[config.mk]
export PLATFORM = sky130hd
export DESIGN_NAME = p2_stim_sweep
export DESIGN_NICKNAME = d
export VERILOG_FILES = /design/src/rtl/p2_stim_sweep_pkg.sv /design/src/rtl/p2_stim_sweep_dwell_counter.sv /design/src/rtl/p2_stim_sweep.sv
export SDC_FILE = /design/constraint.sdc
export NUM_CORES = 1
export LEC_CHECK = 0
export CORE_UTILIZATION = 51
export CTS_CLUSTER_DIAMETER = 40
export DETAILED_ROUTE_END_ITERATION = 12
export HOLD_SLACK_MARGIN = 0.06
export PLACE_DENSITY = 0.78
export SETUP_SLACK_MARGIN = 0.5
export SLEW_MARGIN = 15
export SYNTH_ARGS = -nofsm -noshare
export SYNTH_HDL_FRONTEND = slang
export SYNTH_SLANG_ARGS = --single-unit
[constraint.sdc]
create_clock -name clk -period 2.8 [get_ports clk]
set_clock_uncertainty 0.15 [all_clocks]
set_input_delay 0.84 -clock clk [delete_from_list [all_inputs] [get_ports clk]]
set_output_delay 0.84 -clock clk [all_outputs]
set_load 0.005 [all_outputs]
[src/rtl/p2_stim_sweep_pkg.sv]
// Shared definitions for the p2 stimulus sweep: FSM encodings and the
// step-to-ABC lookup that walks all eight inputs one bit change at a time.
package p2_stim_sweep_pkg;

  typedef enum logic [1:0] {
    P2_IDLE = 2'd0,
    P2_RUN  = 2'd1,
    P2_DONE = 2'd2
  } p2_state_t;

  localparam int         P2_STEPS     = 8;
  localparam logic [2:0] P2_LAST_STEP = 3'd7;

  // Returns {A,B,C} for a step; successive steps differ in exactly one bit.
  function automatic logic [2:0] step_to_abc(input logic [2:0] step);
    logic [2:0] abc;
    case (step)
      3'd0:    abc = 3'b000;
      3'd1:    abc = 3'b010;
      3'd2:    abc = 3'b110;
      3'd3:    abc = 3'b100;
      3'd4:    abc = 3'b101;
      3'd5:    abc = 3'b111;
      3'd6:    abc = 3'b011;
      default: abc = 3'b001;
    endcase
    return abc;
  endfunction

endpackage

[src/rtl/p2_stim_sweep_dwell_counter.sv]
// Dwell counter: counts hold cycles of one input vector and flags the last one.
// Held at zero by clr; wraps back to zero on the cycle it flags.
module p2_dwell_counter #(
  parameter int DWELL = 4
) (
  input  logic clk,
  input  logic rst_n,
  input  logic clr,
  input  logic en,
  output logic wrap
);

  localparam logic [7:0] WRAP_AT = 8'(DWELL - 1);

  logic [7:0] count_reg;
  logic [7:0] count_next;

  assign wrap = (count_reg == WRAP_AT);

  always_comb begin
    count_next = count_reg;
    if (clr) begin
      count_next = 8'd0;
    end else if (en) begin
      count_next = wrap ? 8'd0 : count_reg + 8'd1;
    end
  end

  always_ff @(posedge clk or negedge rst_n) begin
    if (!rst_n) begin
      count_reg <= 8'd0;
    end else begin
      count_reg <= count_next;
    end
  end

endmodule

[src/rtl/p2_stim_sweep.sv]
// Clocked sweep of the p2 function: drives all eight ABC combinations in
// single-bit-change order, samples F at the end of each hold, reports a truth table.
module p2_stim_sweep
  import p2_stim_sweep_pkg::*;
#(
  parameter int DWELL = 4
) (
  input  logic       clk,
  input  logic       rst_n,
  input  logic       start,
  input  logic       f_in,
  output logic       a_out,
  output logic       b_out,
  output logic       c_out,
  output logic       busy,
  output logic       done,
  output logic [2:0] vec_idx,
  output logic [7:0] truth
);

  p2_state_t  state_reg, state_next;
  logic [2:0] step_reg, step_next;
  logic [7:0] truth_reg, truth_next;
  logic       wrap;
  logic       sample;
  logic       accept;
  logic [2:0] abc;

  p2_dwell_counter #(.DWELL(DWELL)) u_dwell (
    .clk   (clk),
    .rst_n (rst_n),
    .clr   (state_reg != P2_RUN),
    .en    (state_reg == P2_RUN),
    .wrap  (wrap)
  );

  assign sample = (state_reg == P2_RUN) && wrap;
  assign accept = (state_reg == P2_IDLE) && start;
  assign abc    = (state_reg == P2_RUN) ? step_to_abc(step_reg) : 3'b000;

  always_comb begin
    state_next = state_reg;
    step_next  = step_reg;
    case (state_reg)
      P2_IDLE: begin
        if (start) begin
          state_next = P2_RUN;
          step_next  = 3'd0;
        end
      end
      P2_RUN: begin
        if (sample) begin
          // Step returns to 0 after the last sample so vec_idx tracks ABC = 000.
          if (step_reg == P2_LAST_STEP) begin
            state_next = P2_DONE;
            step_next  = 3'd0;
          end else begin
            step_next = step_reg + 3'd1;
          end
        end
      end
      P2_DONE: begin
        state_next = P2_IDLE;
      end
      default: begin
        state_next = P2_IDLE;
        step_next  = 3'd0;
      end
    endcase
  end

  // Each signature bit captures F only when its own ABC vector is on the bus.
  generate
    for (genvar gi = 0; gi < P2_STEPS; gi++) begin : g_truth
      assign truth_next[gi] = accept                         ? 1'b0 :
                              (sample && (abc == 3'(gi)))    ? f_in :
                                                               truth_reg[gi];
    end
  endgenerate

  always_ff @(posedge clk or negedge rst_n) begin
    if (!rst_n) begin
      state_reg <= P2_IDLE;
      step_reg  <= 3'd0;
      truth_reg <= 8'h00;
    end else begin
      state_reg <= state_next;
      step_reg  <= step_next;
      truth_reg <= truth_next;
    end
  end

  assign a_out   = abc[2];
  assign b_out   = abc[1];
  assign c_out   = abc[0];
  assign busy    = (state_reg == P2_RUN);
  assign done    = (state_reg == P2_DONE);
  assign vec_idx = step_reg;
  assign truth   = truth_reg;

endmodule

### Word level (Yosys, flattened, before mapping)

Cells that the tools add are included.

| word-level totals | value |
|---|---|
| bits in registers | 21 |
| bits in latches | 0 |
| memory bits (writable) | 0 |
| ROM bits | 0 |
| input port bits | 4 |
| output and inout bits | 16 |
| memories kept | 0 |

| cells by class | value |
|---|---|
| add/sub/neg operators | 2 |
| $mul | 0 |
| div/mod/pow operators | 0 |
| $lt $le $gt $ge | 0 |
| equality and inequality tests | 21 |
| shift-type cells | 0 |
| muxes and demuxes | 29 |
| bitwise gates (word level) | 1 |
| reduce and logical (&&, ||, !) cells | 24 |

Operators with widths:

| kind | count |
|---|---|
| 3-bit equality test, second input constant | 8 |
| 8-bit two-way mux | 3 |
| 3-bit one-hot mux with 7 select lines | 1 |
| 2-bit nonzero test | 9 |
| 1-bit two-way mux | 16 |
| 3-bit by 2-bit equality test with 1-bit output, second input constant | 4 |
| 3-bit two-way mux | 4 |
| 1-bit logical AND | 10 |
| 3-bit one-hot mux with 3 select lines | 1 |
| 8-bit by 1-bit adder with 8-bit output, second input constant | 1 |
| 8-bit by 2-bit equality test with 1-bit output, second input constant | 1 |
| 3-bit by 1-bit equality test with 1-bit output, second input constant | 2 |
| 3-bit logical NOT | 2 |
| 2-bit two-way mux | 3 |
| 2-bit by 1-bit inequality test with 1-bit output, second input constant | 3 |
| 3-bit AND reduction | 2 |
| 2-bit one-hot mux with 2 select lines | 1 |
| 3-bit by 1-bit adder with 3-bit output, second input constant | 1 |
| 2-bit by 1-bit equality test with 1-bit output, second input constant | 1 |
| 2-bit equality test, second input constant | 1 |
| 2-bit logical NOT | 1 |
| 2-bit inequality test, second input constant | 1 |
| 1-bit NOT | 1 |

### Logic depth before layout (Yosys ltp)

Gate-level depths: netlist (run 1).

| logic depth | value |
|---|---|
| word-level depth | 7 |
| depth in mapped cells | 6 |

### Modules after synthesis

A second synthesis (run 1) with hierarchy kept.

| unflattened totals | value |
|---|---|
| cell total of the unflattened synthesis | 127 |
| area total of the unflattened synthesis | 1233.7 um^2 |

Modules (own cells, without submodules):

| module | instances | cells each | area an instance (um^2) |
|---|---|---|---|
| p2_stim_sweep | 1 | 80 | 782.0 |
| p2_dwell_counter | 1 | 47 | 451.7 |

### Worst setup path before layout (run 1)

No wires, ideal clock.

| timing | value |
|---|---|
| path kind | flip-flop to output port |
| start | reg step_reg[0] (netlist: vec_idx[0]) |
| end | out c_out |
| data arrival time | 1531 ps |
| required time | 1810 ps |
| slack | 279 ps |
| cell stages (with the launch flop) | 6 |
| cells stage by stage | dfrtp_1 -> inv_1 -> ha_1 -> or3_1 -> o22ai_1 -> nor2_1 |

| between the ends | value |
|---|---|
| longest elaborated chain between the ends | 3 |
| elaborated cells between the ends (all ways) | 9 |

RTL lines:

| element | line | source |
|---|---|---|
| start: declaration | p2_stim_sweep.sv:22 | `logic [2:0] step_reg, step_next;` |
| start signal: assignment | p2_stim_sweep.sv:88 | `step_reg <= step_next;` |
| 3-bit equality test (tied with other cells) | p2_stim_sweep_pkg.sv:17 | `case (step)` |
| 3-bit one-hot mux with 7 select lines * | p2_stim_sweep_pkg.sv:17 |  |
| 3-bit two-way mux * | p2_stim_sweep.sv:39 | `assign abc = (state_reg == P2_RUN) ? step_to_abc(step_reg) : 3'b000;` |
| end: declaration | p2_stim_sweep.sv:14 | `output logic c_out,` |

Every way passes the cells marked *; elsewhere a longest branch is shown, timed or not.

### Worst setup path in the final report (run 1)

Same ends and word-level chain as after synthesis.

==> results.py, run 1 <==
metrics = {
    "detailed_routing": {
        "wl_um": 3570,
        "vias": 1069,
        "drcViolationCount": 0,
        "post_drt_wl_per_cell_um": 19.9,
        "drtPass1Iterations": 4,
        "avgViaCountPerCell": 5.94,
        "drt_iter0_markers": 19,
        "ant_nets": 0,
    },
    "die": {
        "ios": 20,
        "core-area_mm2": 0.00202,
        "die_height_um": 49.0,
        "die_width_um": 49.0,
        "initial_core_util_pct": 55.7,
        "rows": 16,
        "dieArea_mm2": 0.00240,
    },
    "power": {
        "p_leak_nw": 0.763,
        "internal_power_mw": 1.20,
        "vdd_drop_max_mv": 0.887,
        "switching_share_pct": 42.8,
        "combPwrFrac_pct": 67.2,
        "p_per_area_mw_per_mm2": 1170,
        "p_total_mw": 2.10,
        "p_switching_uw": 897,
        "power.share.clock_pct": 7.2,
        "power_frac_seq_pct": 25.6,
    },
    "worst_setup_path": {
        "crit_type": "reg2out",
        "worstPathArrival_ns": 1.77,
        "crit_chain": "buf_6 -> ha_4 -> or3_4 -> o22ai_4 -> nor2_1 -> buf_2",
        "r2r_cells": 4,
        "critPathMaxStageDelay_ns": 0.45,
        "crit_path_start_kind": "flip-flop",
        "cp_max_fo": 3,
        "cpMaxStageDelayCell": "dfrtp_1",
        "crit_path_end_kind": "output port",
        "worstPathRequired_ns": 1.81,
    },
    "global_routing": {
        "antenna_found_initial": 0,
        "groute.usage.overall_pct": 26.6,
        "grt_max_degree": 22,
        "first_global_vias": 1007,
        "grt_first_pass_wirelength_um": 4770,
        "grt-ovfl-total": 0,
    },
    "synthesis": {
        "ys.flop_type": "dfrtp_1",
        "synth_edf_count": 0,
        "syn_area_per_cell_um2": 10.6,
        "ys_top_cells_by_area": "dfrtp_1 (47%), ha_1 (7.8%), mux2i_1 (3.6%)",
        "synth_area_leader_cell": "dfrtp_1",
        "synth_cell_type_count": 35,
        "synth_area_mm2": 0.00113,
        "async_flop_share_pct": 100,
        "yosysTopAreaCellShare_pct": 46.7,
        "syn_inst": 106,
        "yosysWarningCount": 0,
        "ys_seq_area_share_pct": 46.7,
        "synth_nets": 117,
        "ys_ff_latch": 21,
    },
    "place": {
        "dpl.hpwl_um": 1780,
        "dpl_cell_area_mm2": 0.00142,
        "dp_cells": 158,
        "port_buffers": 19,
        "gp_congestion": 0.826,
        "dp_slack_ns": -0.0436,
    },
    "finish": {
        "drive_gt1_share_pct": 42.5,
        "n_fill_cell": 92,
        "fin_util_pct": 88.5,
        "area_growth_pct": 58.9,
        "finalInstanceArea_mm2": 0.00179,
        "diodes": 0,
        "fin_nets": 165,
        "fin_cells": 180,
    },
    "sta": {
        "setup_ws_ns": 0.0387,
        "slew_viol_final": 0,
        "max_slew.worst_pin.slew_ns": 0.472,
        "fin_crit_sh_pct": 98.6,
        "min_period_ns": 2.76,
        "clock.fmax_mhz": 362,
        "setup-violations-final": 0,
        "rsz0062_at_grt": "true",
        "max-slew-margin-rel_pct": 68.2,
        "hold_viol": 0,
        "hold_slack_ns": 0.398,
        "setup_tns_ns": 0,
    },
    "clocking": {
        "clockRootBuffer": "clkbuf_4",
        "clk_latency_ns": 0.31,
        "cts_tree": "yes",
        "clkTransAtPathRegs_ns": 0.12,
        "numClockSinks": 21,
        "cts_max_path_buffers": 2,
        "cts_htree_levels": 1,
        "tritoncts.num_buffers": 3,
    },
    "run_status": {
        "status": "finished clean",
    },
    "run": {
        "maxCapViolCount": 0,
    },
    "min_path": {
        "min_path_type": "reg2reg",
        "hold_depth": 2,
    },
}
==> layout by cell type (no fill, tap or decap), types with 3 or more instances in the layout <==
cell | netlist | final
nand2_1 | 9 | 7
clkbuf_4 | 0 | 3
ha_4 | 0 | 4
o21ai_0 | 3 | 3
nor2_1 | 8 | 8
xnor2_1 | 3 | 3
dfrtp_1 | 21 | 19
mux2i_1 | 4 | 4
dlygate4sd2_1 | 0 | 3
clkdlybuf4s50_1 | 0 | 11
buf_4 | 0 | 22
buf_6 | 1 | 6
nor4_4 | 0 | 3
inv_2 | 0 | 3
==> logic make-up after synthesis <==
family                   Yosys count  synth area share, %
buffers and inverters              8                 3.33
adder cells (fa/ha/maj)            7                 7.78
multiplexers                       4                 3.56
flip-flops                        21                 46.7
AO/OA/AOI/OAI                     21                 15.4
XOR/XNOR                           5                 3.89
AND/OR/NAND/NOR                   40                 19.3
==> worst paths after layout <==
| kind | start | end | slack (ns) |
|---|---|---|---|
| worst max-delay path | vec_idx[0] | c_out | 0.04 |
| worst min-delay path | truth[3] | truth[3] | 0.40 |
| worst max register to register | u_dwell.count_reg[0] | truth[0] | 0.43 |
| worst min register to register | truth[3] | truth[3] | 0.40 |
| max in group asynchronous | rst_n | state_reg[0] | 1.56 |
| min in group asynchronous | rst_n | u_dwell.count_reg[2] | 0.70 |
==> layout make-up <==
type                            instances  area [µm²]  share of cell area [%]
Multi-Input combinational cell         77         779                    43.6
Sequential cell                        21         528                    29.5
Timing Repair Buffer                   47         404                    22.6
Inverter                                4        17.5                   0.979
Clock buffer                            4        26.3                    1.47
Tap cell                               27        33.8                    1.89
==> power by group through the flow <==
stage | logic (mW) | registers (mW) | clock network (mW)
floorplan | 0.467 | 0.508 | 0
global route | 1.49 | 0.545 | 0.164
detailed placement | 0.859 | 0.510 | 0
global placement | 0.835 | 0.506 | 0
CTS | 1.03 | 0.513 | 0.145
finish | 1.41 | 0.536 | 0.151
==> critical path, delay by kind of cell (launching register included) <==
kind                     cells  cell delay [ns]
AO/OA/AOI/OAI                1             0.12
adder cells (fa/ha/maj)      1             0.17
buffers and inverters        2             0.27
flip-flops                   1             0.45
AND/OR/NAND/NOR              2             0.46
==> repair_timing <==
item | in CTS | in global routing
gates resized for setup | 38 | 24
setup endpoints to repair | 8 | 12
pin swaps | 6 | 10
hold buffers | 0 | 0
buffers inserted | 10 | 8
==> per-layer routing <==
layer,up-vias,wire length [µm],track usage (%)
li1,491,-,-
met5,-,0,0
met2,38,1750,47.0
met4,0,157,9.31
met3,17,168,4.67
met1,523,1490,32.4
==> cell usage after synthesis, types with 3 or more instances <==
cell      count
dfrtp_1      21
ha_1          7
nand2b_1      3
inv_1         4
nand2_1       9
or3_1         3
o41ai_1       4
nor2_1        8
nor4_1        6
o311ai_1      3
xnor2_1       3
o21ai_0       3
mux2i_1       4
(Power assumes the default switching activity.)
==> inputs of run 2 (changes only) <==
Settings changed: CELL_PAD_IN_SITES_DETAIL_PLACEMENT set to 1, CELL_PAD_IN_SITES_GLOBAL_PLACEMENT set to 1, CORE_UTILIZATION 51 to 40, PLACE_DENSITY 0.78 to not set, PLACE_DENSITY_LB_ADDON set to 0.1.
==> run 2 against run 1 <==
The flow now finishes with violations (negative setup slack). Maximum frequency fell by 2.3%. Sequential power is 1% higher. Sequential share of layout area is 0.15 points higher. Worst hold slack better by 0.0048 ns. Global-route usage fell by 0.63 points. Via count rose by 1.7%. Clock power rose by 11%. Die area increased by 26%. Register-to-register slack got worse by 0.08 ns. Worst setup slack lost 0.065 ns. Utilization is 19 points lower. Critical path type unchanged. Critical endpoint unchanged. Largest cell class unchanged.
==> results.py, run 2 (synthesis gave the netlist of run 1 again) <==
metrics = {
    "run_status": {
        "status": "finished, violations left",
        "violations": "negative setup slack",
    },
    "place": {
        "dp_cells": 161,
        "port_buffers": 19,
        "dpl.hpwl_um": 2150,
        "gp_congestion": 0.711,
    },
    "min_path": {
        "min_path_type": "reg2reg",
        "hp-start": "truth[7]",
        "holdPathEnd": "truth[7]",
        "hold_depth": 2,
    },
    "worst_setup_path": {
        "r2r_end": "truth[0]",
        "worstReg2RegStart": "u_dwell.count_reg[1]",
        "crit_type": "reg2out",
        "crit_path_end_kind": "output port",
        "worstPathRequired_ns": 1.81,
        "critPathMaxStageDelay_ns": 0.48,
        "r2r_cells": 5,
        "crit_chain": "inv_2 -> ha_4 -> or3_4 -> o22ai_4 -> nor2_1 -> buf_2",
        "crit_path_start_kind": "flip-flop",
        "cp_max_fo": 3,
        "r2r_slack_ns": 0.35,
        "worstPathArrival_ns": 1.84,
        "cpMaxStageDelayCell": "dfrtp_1",
    },
    "die": {
        "die_width_um": 55.1,
        "die_height_um": 55.1,
        "ios": 20,
        "core-area_mm2": 0.00257,
        "initial_core_util_pct": 43.9,
        "dieArea_mm2": 0.00303,
        "rows": 18,
    },
    "power": {
        "vdd_drop_max_mv": 1.01,
        "power_frac_seq_pct": 25.5,
        "power.share.clock_pct": 7.9,
        "combPwrFrac_pct": 66.6,
        "internal_power_mw": 1.15,
        "p_per_area_mw_per_mm2": 1190,
        "p_leak_nw": 0.790,
        "p_total_mw": 2.13,
        "p_switching_uw": 972,
        "switching_share_pct": 45.7,
    },
    "clocking": {
        "clk_latency_ns": 0.34,
        "numClockSinks": 21,
        "cts_tree": "yes",
        "clockRootBuffer": "clkbuf_4",
        "tritoncts.num_buffers": 3,
        "cts_max_path_buffers": 2,
        "cts_htree_levels": 1,
        "clkTransAtPathRegs_ns": 0.14,
        "hold_buffers": 0,
    },
    "detailed_routing": {
        "post_drt_wl_per_cell_um": 25.1,
        "drt_iter0_markers": 22,
        "avgViaCountPerCell": 6.07,
        "vias": 1087,
        "ant_nets": 0,
        "wl_um": 4490,
        "drcViolationCount": 0,
        "drtPass1Iterations": 4,
    },
    "finish": {
        "fin_nets": 161,
        "area_growth_pct": 58.1,
        "diodes": 0,
        "final_cell_mix": "buf_4 (20), dfrtp_1 (19), nand2_1 (8), nor2_1 (8), clkdlybuf4s50_1 (8)",
        "drive_gt1_share_pct": 43.6,
        "final_common_cell": "buf_4",
        "fin_cells": 179,
    },
    "sta": {
        "setup_tns_ns": -0.0266,
        "slew_viol_final": 0,
        "setup-violations-final": 1,
        "min_period_ns": 2.83,
        "max_slew.worst_pin.slew_ns": 0.491,
        "hold_viol": 0,
        "fin_crit_sh_pct": 101,
        "clock.fmax_mhz": 354,
        "rsz0062_at_grt": "true",
        "setup_ws_ns": -0.0266,
        "hold_slack_ns": 0.403,
        "max-slew-margin-rel_pct": 67.2,
    },
    "global_routing": {
        "antenna_found_initial": 0,
        "groute.usage.overall_pct": 26.0,
        "grt_first_pass_wirelength_um": 5310,
        "grt-ovfl-total": 0,
        "first_global_vias": 1057,
        "grt_max_degree": 22,
    },
    "run": {
        "maxCapViolCount": 0,
    },
}
[run 2: final cells by class]
type	count	area (µm²)
fill	263	787
timing repair buffer	43	377
multi-input combinational	77	797
inverter	4	15.0
sequential	21	528
tap	30	37.5
clock buffer	4	26.3
[run 2: how the worst max path moves through the flow]
stage / end / startpoint / cells past startpoint
6_report: c_out / vec_idx[0] / 6
5_1_grt: c_out / vec_idx[0] / 6
4_1_cts: c_out / vec_idx[0] / 6
3_5_place_dp: c_out / vec_idx[0] / 6
3_3_place_gp: c_out / vec_idx[0] / 6
2_1_floorplan: c_out / vec_idx[0] / 5
[run 2: critical path, delay by kind of cell, from the launching register on]
| kind | cells | cell delay [ns] |
|---|---|---|
| compound gates | 1 | 0.12 |
| fa+ha+maj | 1 | 0.19 |
| buf+inv | 2 | 0.24 |
| flops | 1 | 0.48 |
| simple gates | 2 | 0.47 |
[run 2: per-layer routing]
metal / vias to the layer above / track usage, % / wire length (µm)
met3: 13 / 3.28 / 137
li1: 483 / - / -
met2: 30 / 43.8 / 2310
met4: 0 / 12.5 / 133
met1: 561 / 32.6 / 1910
met5: - / 0 / 0
[run 2: repair_timing]
action / CTS / global route
gates cloned: 0 / 0
resized for setup: 38 / 31
setup buffers: 12 / 2
pin swaps: 7 / 7
setup endpoints to repair: 13 / 13
[run 2: power by group through the flow]
| stage | Clock [mW] | Sequential (mW) | Combinational [mW] |
|---|---|---|---|
| 6_report | 0.168 | 0.543 | 1.42 |
| 5_1_grt | 0.177 | 0.550 | 1.49 |
| 4_1_cts | 0.162 | 0.515 | 1.07 |
| 3_5_place_dp | 0 | 0.517 | 0.893 |
| 3_3_place_gp | 0 | 0.506 | 0.849 |
| 2_1_floorplan | 0 | 0.508 | 0.467 |
[run 2: through the flow]
step / cell area, µm² / util (%) / setup WS (ns)
after floorplan: 1140 / - / 0.406
after global placement: 1420 / 55.3 / -0.0112
after global routing: 1780 / 69.3 / -0.0656
final: 1780 / 69.3 / -0.0266
after detailed placement: 1420 / 55.3 / -0.0674
after CTS: 1630 / 63.3 / 0.0465
